===== config.mk =====
export PLATFORM = sky130hd
export DESIGN_NAME = dmem_arbiter_flat
export DESIGN_NICKNAME = d
export VERILOG_FILES = /design/src/rtl/dmem_arbiter_if.sv /design/src/rtl/dmem_arbiter.sv /design/src/flat_wrapper.sv
export SDC_FILE = /design/constraint.sdc
export NUM_CORES = 1
export LEC_CHECK = 0
export ABC_CLOCK_PERIOD_IN_PS = 3200
export CORE_MARGIN = 2
export CORE_UTILIZATION = 32
export CTS_CLUSTER_DIAMETER = 40
export DETAILED_ROUTE_END_ITERATION = 10
export PLACE_DENSITY_LB_ADDON = 0.05
export SYNTH_ARGS = -nofsm -noshare
export SYNTH_HDL_FRONTEND = slang
export SYNTH_SLANG_ARGS = --single-unit

===== constraint.sdc =====
create_clock -name g_clk -period 3.2 [get_ports g_clk]
set_input_delay 0.32 -clock g_clk [delete_from_list [all_inputs] [get_ports g_clk]]
set_output_delay 0.32 -clock g_clk [all_outputs]
set_load 0.05 [all_outputs]

===== src/rtl/dmem_arbiter_if.sv =====
`timescale 1ns/1ps
// CPU and DMA request groups plus the single RAM port of the stage-three data memory arbiter.
// slave = arbiter side; master = requesters and RAM side.
interface dmem_arbiter_if #(
  parameter int A_WIDTH = 8,
  parameter int D_WIDTH = 8
);
  logic               cpu_req;
  logic               cpu_we;
  logic [A_WIDTH-1:0] cpu_addr;
  logic [D_WIDTH-1:0] cpu_wdata;
  logic [D_WIDTH-1:0] cpu_rdata;
  logic               cpu_done;
  logic               d_odv;

  logic               dma_req;
  logic               dma_we;
  logic [A_WIDTH-1:0] dma_addr;
  logic [D_WIDTH-1:0] dma_wdata;
  logic [D_WIDTH-1:0] dma_rdata;
  logic               dma_done;

  logic [A_WIDTH-1:0] ram_addr;
  logic [D_WIDTH-1:0] ram_wdata;
  logic               ram_we;
  logic               ram_re;
  logic [D_WIDTH-1:0] ram_rdata;
  logic               busy;

  modport slave (
    input  cpu_req, cpu_we, cpu_addr, cpu_wdata,
    output cpu_rdata, cpu_done, d_odv,
    input  dma_req, dma_we, dma_addr, dma_wdata,
    output dma_rdata, dma_done,
    output ram_addr, ram_wdata, ram_we, ram_re, busy,
    input  ram_rdata
  );

  modport master (
    output cpu_req, cpu_we, cpu_addr, cpu_wdata,
    input  cpu_rdata, cpu_done, d_odv,
    output dma_req, dma_we, dma_addr, dma_wdata,
    input  dma_rdata, dma_done,
    input  ram_addr, ram_wdata, ram_we, ram_re, busy,
    output ram_rdata
  );
endinterface


===== src/rtl/dmem_arbiter.sv =====
`timescale 1ns/1ps
// CPU/DMA arbiter for the 256x8 data RAM: write done 2 cycles, read done 3 cycles after the IDLE sample.
// No backpressure: requesters hold req until their done pulse; DMEM_ARB_RR_EN selects round-robin ties over fixed CPU priority.
module dmem_arbiter #(
  parameter int A_WIDTH = 8,
  parameter int D_WIDTH = 8
`ifndef DMEM_ARB_RR_EN
  ,
  parameter int STARVE_LIMIT = 3
`endif
) (
  input  logic          g_clk,
  input  logic          g_clr,
  dmem_arbiter_if.slave bus
);

  localparam logic [1:0] S_IDLE  = 2'd0;
  localparam logic [1:0] S_ISSUE = 2'd1;
  localparam logic [1:0] S_WAIT  = 2'd2;
  localparam logic [1:0] S_DONE  = 2'd3;

  localparam logic OWN_CPU = 1'b0;
  localparam logic OWN_DMA = 1'b1;

  logic [1:0]         state;
  logic [1:0]         state_nxt;
  logic               owner;
  logic               grant_vld;
  logic               grant_dma;
  logic               arb_en;
  logic               lat_we;
  logic [A_WIDTH-1:0] lat_addr;
  logic [D_WIDTH-1:0] lat_wdata;
  logic [D_WIDTH-1:0] cpu_rdata_q;
  logic [D_WIDTH-1:0] dma_rdata_q;

  assign grant_vld = bus.cpu_req | bus.dma_req;
  assign arb_en    = (state == S_IDLE) && grant_vld;

`ifdef DMEM_ARB_RR_EN
  // Remembers who was served last; reset says DMA so the CPU takes the first tie.
  logic rr_last_dma;

  always_comb begin
    grant_dma = bus.dma_req;
    if (bus.cpu_req && bus.dma_req) begin
      grant_dma = !rr_last_dma;
    end
  end

  always_ff @(posedge g_clk or negedge g_clr) begin
    if (!g_clr) begin
      rr_last_dma <= 1'b1;
    end else if (arb_en) begin
      rr_last_dma <= grant_dma;
    end
  end
`else
  localparam logic [3:0] LIMIT = 4'(STARVE_LIMIT);

  logic [3:0] starve_cnt;

  always_comb begin
    grant_dma = bus.dma_req;
    if (bus.cpu_req && bus.dma_req) begin
      grant_dma = (starve_cnt == LIMIT);
    end
  end

  // Counts ties the DMA lost since its last grant; saturates so the escape stays armed.
  always_ff @(posedge g_clk or negedge g_clr) begin
    if (!g_clr) begin
      starve_cnt <= 4'd0;
    end else if (arb_en && bus.dma_req) begin
      if (grant_dma) begin
        starve_cnt <= 4'd0;
      end else if (starve_cnt != LIMIT) begin
        starve_cnt <= starve_cnt + 4'd1;
      end
    end
  end
`endif

  always_comb begin
    state_nxt = state;
    case (state)
      S_IDLE:  if (grant_vld) state_nxt = S_ISSUE;
      S_ISSUE: state_nxt = lat_we ? S_DONE : S_WAIT;
      S_WAIT:  state_nxt = S_DONE;
      S_DONE:  state_nxt = S_IDLE;
      default: state_nxt = S_IDLE;
    endcase
  end

  always_ff @(posedge g_clk or negedge g_clr) begin
    if (!g_clr) begin
      state     <= S_IDLE;
      owner     <= OWN_CPU;
      lat_we    <= 1'b0;
      lat_addr  <= '0;
      lat_wdata <= '0;
    end else begin
      state <= state_nxt;
      if (arb_en) begin
        owner     <= grant_dma ? OWN_DMA : OWN_CPU;
        lat_we    <= grant_dma ? bus.dma_we    : bus.cpu_we;
        lat_addr  <= grant_dma ? bus.dma_addr  : bus.cpu_addr;
        lat_wdata <= grant_dma ? bus.dma_wdata : bus.cpu_wdata;
      end
    end
  end

  // Read data lands one cycle after the strobe, so WAIT's exiting edge is the capture point.
  always_ff @(posedge g_clk or negedge g_clr) begin
    if (!g_clr) begin
      cpu_rdata_q <= '0;
      dma_rdata_q <= '0;
    end else if (state == S_WAIT) begin
      if (owner == OWN_DMA) begin
        dma_rdata_q <= bus.ram_rdata;
      end else begin
        cpu_rdata_q <= bus.ram_rdata;
      end
    end
  end

  assign bus.ram_addr  = lat_addr;
  assign bus.ram_wdata = lat_wdata;
  assign bus.ram_we    = (state == S_ISSUE) &&  lat_we;
  assign bus.ram_re    = (state == S_ISSUE) && !lat_we;
  assign bus.busy      = (state != S_IDLE);

  assign bus.cpu_done  = (state == S_DONE) && (owner == OWN_CPU);
  assign bus.dma_done  = (state == S_DONE) && (owner == OWN_DMA);
  assign bus.cpu_rdata = cpu_rdata_q;
  assign bus.dma_rdata = dma_rdata_q;

  // Stall qualifier for the controller: low while a CPU access is outstanding.
  assign bus.d_odv     = !bus.cpu_req || bus.cpu_done;

endmodule


===== src/flat_wrapper.sv =====
// flat-port wrapper written by rule: the top's interface ports become plain ports
module dmem_arbiter_flat 
#(
  parameter int A_WIDTH = 8,
  parameter int D_WIDTH = 8

  ,
  parameter int STARVE_LIMIT = 3

)
  (g_clk, g_clr, bus_cpu_req, bus_cpu_we, bus_cpu_addr, bus_cpu_wdata, bus_cpu_rdata, bus_cpu_done, bus_d_odv, bus_dma_req, bus_dma_we, bus_dma_addr, bus_dma_wdata, bus_dma_rdata, bus_dma_done, bus_ram_addr, bus_ram_wdata, bus_ram_we, bus_ram_re, bus_busy, bus_ram_rdata);
  dmem_arbiter_if #(.A_WIDTH(A_WIDTH), .D_WIDTH(D_WIDTH)) bus_i ();
  input  logic g_clk;
  input  logic g_clr;
  input wire logic [$bits(bus_i.cpu_req)-1:0] bus_cpu_req;
  input wire logic [$bits(bus_i.cpu_we)-1:0] bus_cpu_we;
  input wire logic [$bits(bus_i.cpu_addr)-1:0] bus_cpu_addr;
  input wire logic [$bits(bus_i.cpu_wdata)-1:0] bus_cpu_wdata;
  output wire logic [$bits(bus_i.cpu_rdata)-1:0] bus_cpu_rdata;
  output wire logic [$bits(bus_i.cpu_done)-1:0] bus_cpu_done;
  output wire logic [$bits(bus_i.d_odv)-1:0] bus_d_odv;
  input wire logic [$bits(bus_i.dma_req)-1:0] bus_dma_req;
  input wire logic [$bits(bus_i.dma_we)-1:0] bus_dma_we;
  input wire logic [$bits(bus_i.dma_addr)-1:0] bus_dma_addr;
  input wire logic [$bits(bus_i.dma_wdata)-1:0] bus_dma_wdata;
  output wire logic [$bits(bus_i.dma_rdata)-1:0] bus_dma_rdata;
  output wire logic [$bits(bus_i.dma_done)-1:0] bus_dma_done;
  output wire logic [$bits(bus_i.ram_addr)-1:0] bus_ram_addr;
  output wire logic [$bits(bus_i.ram_wdata)-1:0] bus_ram_wdata;
  output wire logic [$bits(bus_i.ram_we)-1:0] bus_ram_we;
  output wire logic [$bits(bus_i.ram_re)-1:0] bus_ram_re;
  output wire logic [$bits(bus_i.busy)-1:0] bus_busy;
  input wire logic [$bits(bus_i.ram_rdata)-1:0] bus_ram_rdata;
  assign bus_i.cpu_req = bus_cpu_req;
  assign bus_i.cpu_we = bus_cpu_we;
  assign bus_i.cpu_addr = bus_cpu_addr;
  assign bus_i.cpu_wdata = bus_cpu_wdata;
  assign bus_cpu_rdata = bus_i.cpu_rdata;
  assign bus_cpu_done = bus_i.cpu_done;
  assign bus_d_odv = bus_i.d_odv;
  assign bus_i.dma_req = bus_dma_req;
  assign bus_i.dma_we = bus_dma_we;
  assign bus_i.dma_addr = bus_dma_addr;
  assign bus_i.dma_wdata = bus_dma_wdata;
  assign bus_dma_rdata = bus_i.dma_rdata;
  assign bus_dma_done = bus_i.dma_done;
  assign bus_ram_addr = bus_i.ram_addr;
  assign bus_ram_wdata = bus_i.ram_wdata;
  assign bus_ram_we = bus_i.ram_we;
  assign bus_ram_re = bus_i.ram_re;
  assign bus_busy = bus_i.busy;
  assign bus_i.ram_rdata = bus_ram_rdata;
  dmem_arbiter #(.A_WIDTH(A_WIDTH), .D_WIDTH(D_WIDTH), .STARVE_LIMIT(STARVE_LIMIT)) u_core (.g_clk(g_clk), .g_clr(g_clr), .bus(bus_i));
endmodule

==> impl_metrics.toml, run 1 <==
[global_routing]
grt_pass1_wl_mm = 8.542
use_met1_pct = 20.28
antenna_found_initial = 0
gr-usage-met3_pct = 4.847
grt_pass1_vias = 1698
busiest_layer = "met2"
grtUsageTotal_pct = 15.25
grt_max_degree = 41
grt_overflow = 0
use_met2_pct = 23.78

[routing]
vias = 1666
dr.first_iter.drc_count = 44
via_per_inst = 4.886
ant_nets = 0
dr.pass1.iters = 4
drcViolationCount = 0
drt-total-wl_mm = 5.122
routedWlPerCell_um = 15.02

[cells_and_area]
antennaDiodeCount = 0
area_growth_pct = 47.04
drive_gt1_share_pct = 15.15
fin_nets = 315
design_area_um2 = 2988

[timing]
relSlewSlack_pct = 37.88
finalHoldViolations = 0
period_needed_ns = 2.505
slew_viol_final = 0
tns_ns = 0
rsz0062_at_grt = "false"
worst_pin_slew_ns = 0.9318
setup_viol = 0
finClkSkew_ns = 0.01238
finalCritPeriodShare_pct = 78.29
max_freq_ghz = 0.3991

[cts]
cts_setup_buffers = 0
ctsResizeCount = 0
numCtsBuffers = 5
clk_pin_slew_ns = 0.09
cts.path.max_buffers = 2
cts.sinks = 40
htree_num_levels = 2
postCtsHoldBufs = 0
clock-root-buffer = "clkbuf_8"
worstSkewPairLatency_ns = 0.30
cts_tree = "done"

[setup_path]
startpoint_type = "flip-flop"
required_ns = 2.88
crit_path_max_fanout = 14
end_kind = "output pin"
path_class = "reg -> out"
cp.arrival_ns = 2.19

[placed_design]
dpl.hpwl_mm = 3.534
place_area_um2 = 2877
gp_congestion = 0.7081
portBuffers = 83

[outcome]
status = "finished, final reports clean"

[synthesis]
ys.flop_type = "dfrtp_1"
yosysTopAreaCellShare_pct = 49.26
synth_cells = 184
synth.distinct_cells = 31
yosysWarnings = 0
synth_area_leaders = "dfrtp_1 (49%), mux2_2 (8.3%), nand2_1 (7.4%), o211ai_2 (5.5%), nand4_1 (5.2%)"
ys_ff_latch = 40
syn-cell-area_um2 = 2032
syn_nets = 236
synth.yosys.seq_area_share_pct = 49.26
ys_async_sr_fraction_pct = 100.0
yosys-top-cells-count = "dfrtp_1 (40), nand2_1 (40), nand4_1 (17)"
synth_edf_count = 0
yosys.area.top_type = "dfrtp_1"
synth_area_per_cell_um2 = 11.04

[power_and_ir_drop]
ir_drop_mv = 0.5152
leakage_nw = 1.221
p_per_area_nw_per_um2 = 1097

[hold_path]
worst_hold_path_type = "in -> async"

[floorplanning]
dieWidth_um = 83.69
die_y_um = 83.69
start_util_pct = 32.56
core-area_um2 = 6241
ioPinCount = 84
std_cell_rows = 29
dieArea_um2 = 7003

[job]
cap_viol_max_count = 0
-- kinds of logic (layout without fill, tap and decap cells) --
| group | after synthesis | in the layout | share of synthesized area [%] |
|---|---|---|---|
| DFF | 40 | 40 | 49.26 |
| AOI/OAI and AO/OA | 28 | 28 | 12.81 |
| adders and majority gates | 6 | 6 | 3.694 |
| buffers and inverters | 19 | 99 | 5.850 |
| muxes | 17 | 17 | 9.421 |
| and+or+nand+nor | 74 | 74 | 18.97 |
-- critical path, stage by stage, from the launching register on --
cell and delay (ns):
dfrtp_1 0.43, inv_1 0.12, ha_1 0.55, inv_1 0.08, clkdlybuf4s50_1 0.72
-- where the power goes --
group	switching [W]	internal, W
Sequential	0.000136	0.000743
Combinational	0.00126	0.000719
Clock	0.000186	0.000231
Total	0.00159	0.00169
-- path summary, 6_finish.rpt --
kind / startpoint / to / slack [ns] / cells after the start
hold / removal: g_clr / u_core.bus.cpu_rdata[3]$_DFFE_PN0P_ / 0.16 / 1
min in group g_clk: u_core.bus.cpu_rdata[5]$_DFFE_PN0P_ / u_core.bus.cpu_rdata[5]$_DFFE_PN0P_ / 0.49 / 1
hold reg to reg: u_core.bus.cpu_rdata[5]$_DFFE_PN0P_ / u_core.bus.cpu_rdata[5]$_DFFE_PN0P_ / 0.49 / 1
setup / recovery: u_core.state[0]$_DFFE_PN0P_ / bus_busy / 0.69 / 4
max in group asynchronous: g_clr / u_core.bus.ram_wdata[1]$_DFFE_PN0P_ / 2.46 / 1
setup reg to reg: u_core.state[0]$_DFFE_PN0P_ / u_core.bus.ram_wdata[1]$_DFFE_PN0P_ / 1.04 / 5
-- cell usage in the layout, fill, tap and decap left out, types with 4 or more instances in the layout --
master / n
dfrtp_1: 40
inv_1: 5
o211ai_2: 9
nand4_1: 17
nand2_1: 40
o211ai_1: 8
nor2b_1: 4
mux2_2: 15
clkbuf_8: 5
ha_1: 6
clkdlybuf4s50_1: 82
-- through the flow --
step           hold WS (ns)  total power (W)  instances  utilization [%]  worst slack, ns
6_report             0.1604         0.003279        341            47.87           0.6947
4_1_cts              0.1910         0.003319        341            47.87           0.6879
3_5_place_dp         0.4758         0.002891        333            46.09           0.9120
2_1_floorplan       0.02441         0.002260        184                -            1.078
3_3_place_gp         0.4699         0.002887        333            46.09           0.9226
5_1_grt              0.2321         0.003478        341            47.87           0.5665
-- layout make-up --
| type | count | area, µm² |
|---|---|---|
| Inverter | 5 | 18.77 |
| Multi-Input combinational cell | 125 | 912.1 |
| Sequential cell | 40 | 1001 |
| Clock inverter | 3 | 42.54 |
| Fill cell | 612 | 3253 |
| Clock buffer | 5 | 68.82 |
| Tap cell | 77 | 96.34 |
| Timing Repair Buffer | 86 | 848.3 |
-- state kept, by name, summed over array words and instances (netlist names) --
name	cells
u_core.state	2
u_core.lat_we	1
u_core.owner	1
u_core.bus.ram_wdata	8
u_core.bus.cpu_rdata	8
u_core.starve_cnt	4
u_core.bus.dma_rdata	8
u_core.bus.ram_addr	8
-- routing by layer --
metal  routed length, µm  up-vias  part of all wire, %
met2                2342       56                   46
li1                    -      811                    -
met4                  88        0                  1.7
met5                   0        -                    0
met1                2360      793                   46
met3                 331        6                  6.5
No activity file was read; power rests on OpenSTA's default activity.
==> run 2, diff against run 1 <==
Settings changed: ABC_CLOCK_PERIOD_IN_PS 3200 to 2550.
Clock period 3.2 ns to 2.55 ns, I/O delays scaled along.
==> run 2 against run 1 <==
Net effect:
- largest cell class unchanged
- sequential cell count is the same
- worst hold slack lost 0.075 ns
- critical path type unchanged
- critical path depth is the same
- largest power group unchanged
==> impl_metrics.toml, run 2 (synthesis results as in run 1) <==
[timing]
worst_pin_slew_ns = 0.9103
finClkSkew_ns = 0.005782
fin_ws_ns = 0.3556
finalCritPeriodShare_pct = 86.06
relSlewSlack_pct = 39.31
setup_viol = 0
period_needed_ns = 2.194
rsz0062_at_grt = "false"
slew_viol_final = 0
holdWs_ns = 0.08571
tns_ns = 0
finalHoldViolations = 0
max_freq_ghz = 0.4557

[power_and_ir_drop]
ir_drop_mv = 0.6348
seq_power_share_pct = 26.6
power_w = 0.004142
swShare_pct = 48.11
p_per_area_nw_per_um2 = 1372
p_clk_share_pct = 12.5
power.switching_w = 0.001993
combPwrFrac_pct = 60.9
leakage_nw = 1.241
p_int_w = 0.002150

[setup_path]
reg2reg_to = "u_core.state[1]$_DFFE_PN0P_"
path_class = "reg -> out"
required_ns = 2.30
regToRegStartpoint = "u_core.state[0]$_DFFE_PN0P_"
end_kind = "output pin"
slowest_delay_ns = 0.81
reg2reg_depth = 5
startpoint_type = "flip-flop"
path_cells = "inv_1 > ha_1 > and2_1 > clkdlybuf4s50_1"
cp.arrival_ns = 1.94
crit_path_max_fanout = 5
r2r_setup_slack_ns = 0.71
critPathSlowestCell = "clkdlybuf4s50_1"

[cells_and_area]
final_common_cell = "clkdlybuf4s50_1"
antennaDiodeCount = 0
layout.cells.non_filler = 344
area_growth_pct = 48.65
fin_nets = 318
final_cell_mix = "clkdlybuf4s50_1 (81), nand2_1 (40), dfrtp_1 (40)"
drive_gt1_share_pct = 16.48
n_fill_cell = 620

[routing]
dr.first_iter.drc_count = 35
drcViolationCount = 0
dr.pass1.iters = 4
vias = 1662
via_per_inst = 4.831
routedWlPerCell_um = 15.04
ant_nets = 0
drt-total-wl_mm = 5.175

[floorplanning]
dieArea_um2 = 7003
start_util_pct = 32.56
dieWidth_um = 83.69
std_cell_rows = 29
die_y_um = 83.69
ioPinCount = 84
core-area_um2 = 6241

[cts]
cts.path.max_buffers = 2
clock-root-buffer = "clkbuf_8"
htree_num_levels = 2
postCtsHoldBufs = 0
worstSkewPairLatency_ns = 0.29
clk_pin_slew_ns = 0.08
cts.sinks = 40
ctsResizeCount = 0
cts_tree = "done"
cts_setup_buffers = 0
numCtsBuffers = 5

[placed_design]
dpl.hpwl_mm = 3.623
portBuffers = 83
placed_cells = 336
gp_congestion = 0.7017
place_ws_ns = 0.6609

[job]
cap_viol_max_count = 0

[global_routing]
grt_pass1_wl_mm = 8.376
antenna_found_initial = 0
grt_overflow = 0
grt_max_degree = 41
grt_pass1_vias = 1686
grtUsageTotal_pct = 14.97

[outcome]
status = "finished, final reports clean"

[hold_path]
worst_hold_path_type = "in -> async"
==> run 2: changes by cell type in the layout (fill, tap and decap cells not counted) <==
cell             before  now
buf_4                 3    6
buf_12                0    1
clkdlybuf4s50_1      82   81
==> run 2: stage by stage <==
step	util [%]	instance area, µm²
2_1_floorplan	-	2032
3_3_place_gp	46.61	2909
3_5_place_dp	46.61	2909
4_1_cts	48.40	3020
5_1_grt	48.40	3020
6_report	48.40	3020
==> run 2: area by class of cell <==
class / count / area (µm²) / share of cell area, %
multi-input combinational: 125 / 912.1 / 30.20
sequential: 40 / 1001 / 33.14
timing repair buffer: 89 / 880.8 / 29.16
tap: 77 / 96.34 / 3.190
clock buffer: 5 / 68.82 / 2.278
inverter: 5 / 18.77 / 0.6214
clock inverter: 3 / 42.54 / 1.408
==> run 2: critical path, delay by kind of cell (launching register included) <==
kind                     cells  cell delay, ns
AND/OR/NAND/NOR              1            0.14
flip-flops                   1            0.42
buffers and inverters        2            0.93
adder cells (fa/ha/maj)      1            0.16
==> run 2: worst max-delay path by stage <==
stage | from | end | slack [ns] | cells past startpoint
6_report | u_core.state[1]$_DFFE_PN0P_ | bus_ram_we | 0.36 | 4
5_1_grt | u_core.state[1]$_DFFE_PN0P_ | bus_ram_we | 0.23 | 4
4_1_cts | u_core.state[1]$_DFFE_PN0P_ | bus_ram_we | 0.33 | 4
3_5_place_dp | u_core.state[1]$_DFFE_PN0P_ | bus_ram_we | 0.66 | 4
3_3_place_gp | u_core.state[1]$_DFFE_PN0P_ | bus_ram_we | 0.66 | 4
2_1_floorplan | u_core.state[0]$_DFFE_PN0P_ | bus_d_odv | 0.49 | 3
==> run 2: power groups by stage <==
stage / registers, W / clock network (W) / logic [W]
after floorplan: 0.00197 / 0 / 0.000864
after global placement: 0.00111 / 0 / 0.00254
final: 0.00110 / 0.000518 / 0.00252
after detailed placement: 0.00112 / 0 / 0.00255
after CTS: 0.00111 / 0.000536 / 0.00255
after global routing: 0.00115 / 0.000566 / 0.00267
==> run 2: metal layers <==
layer,up-vias,track usage (%),part of all wire [%]
met1,787,20.03,45
met2,55,23.85,48
met3,5,4.055,6.1
met4,0,4.399,0.99
li1,815,-,-
met5,-,0,0
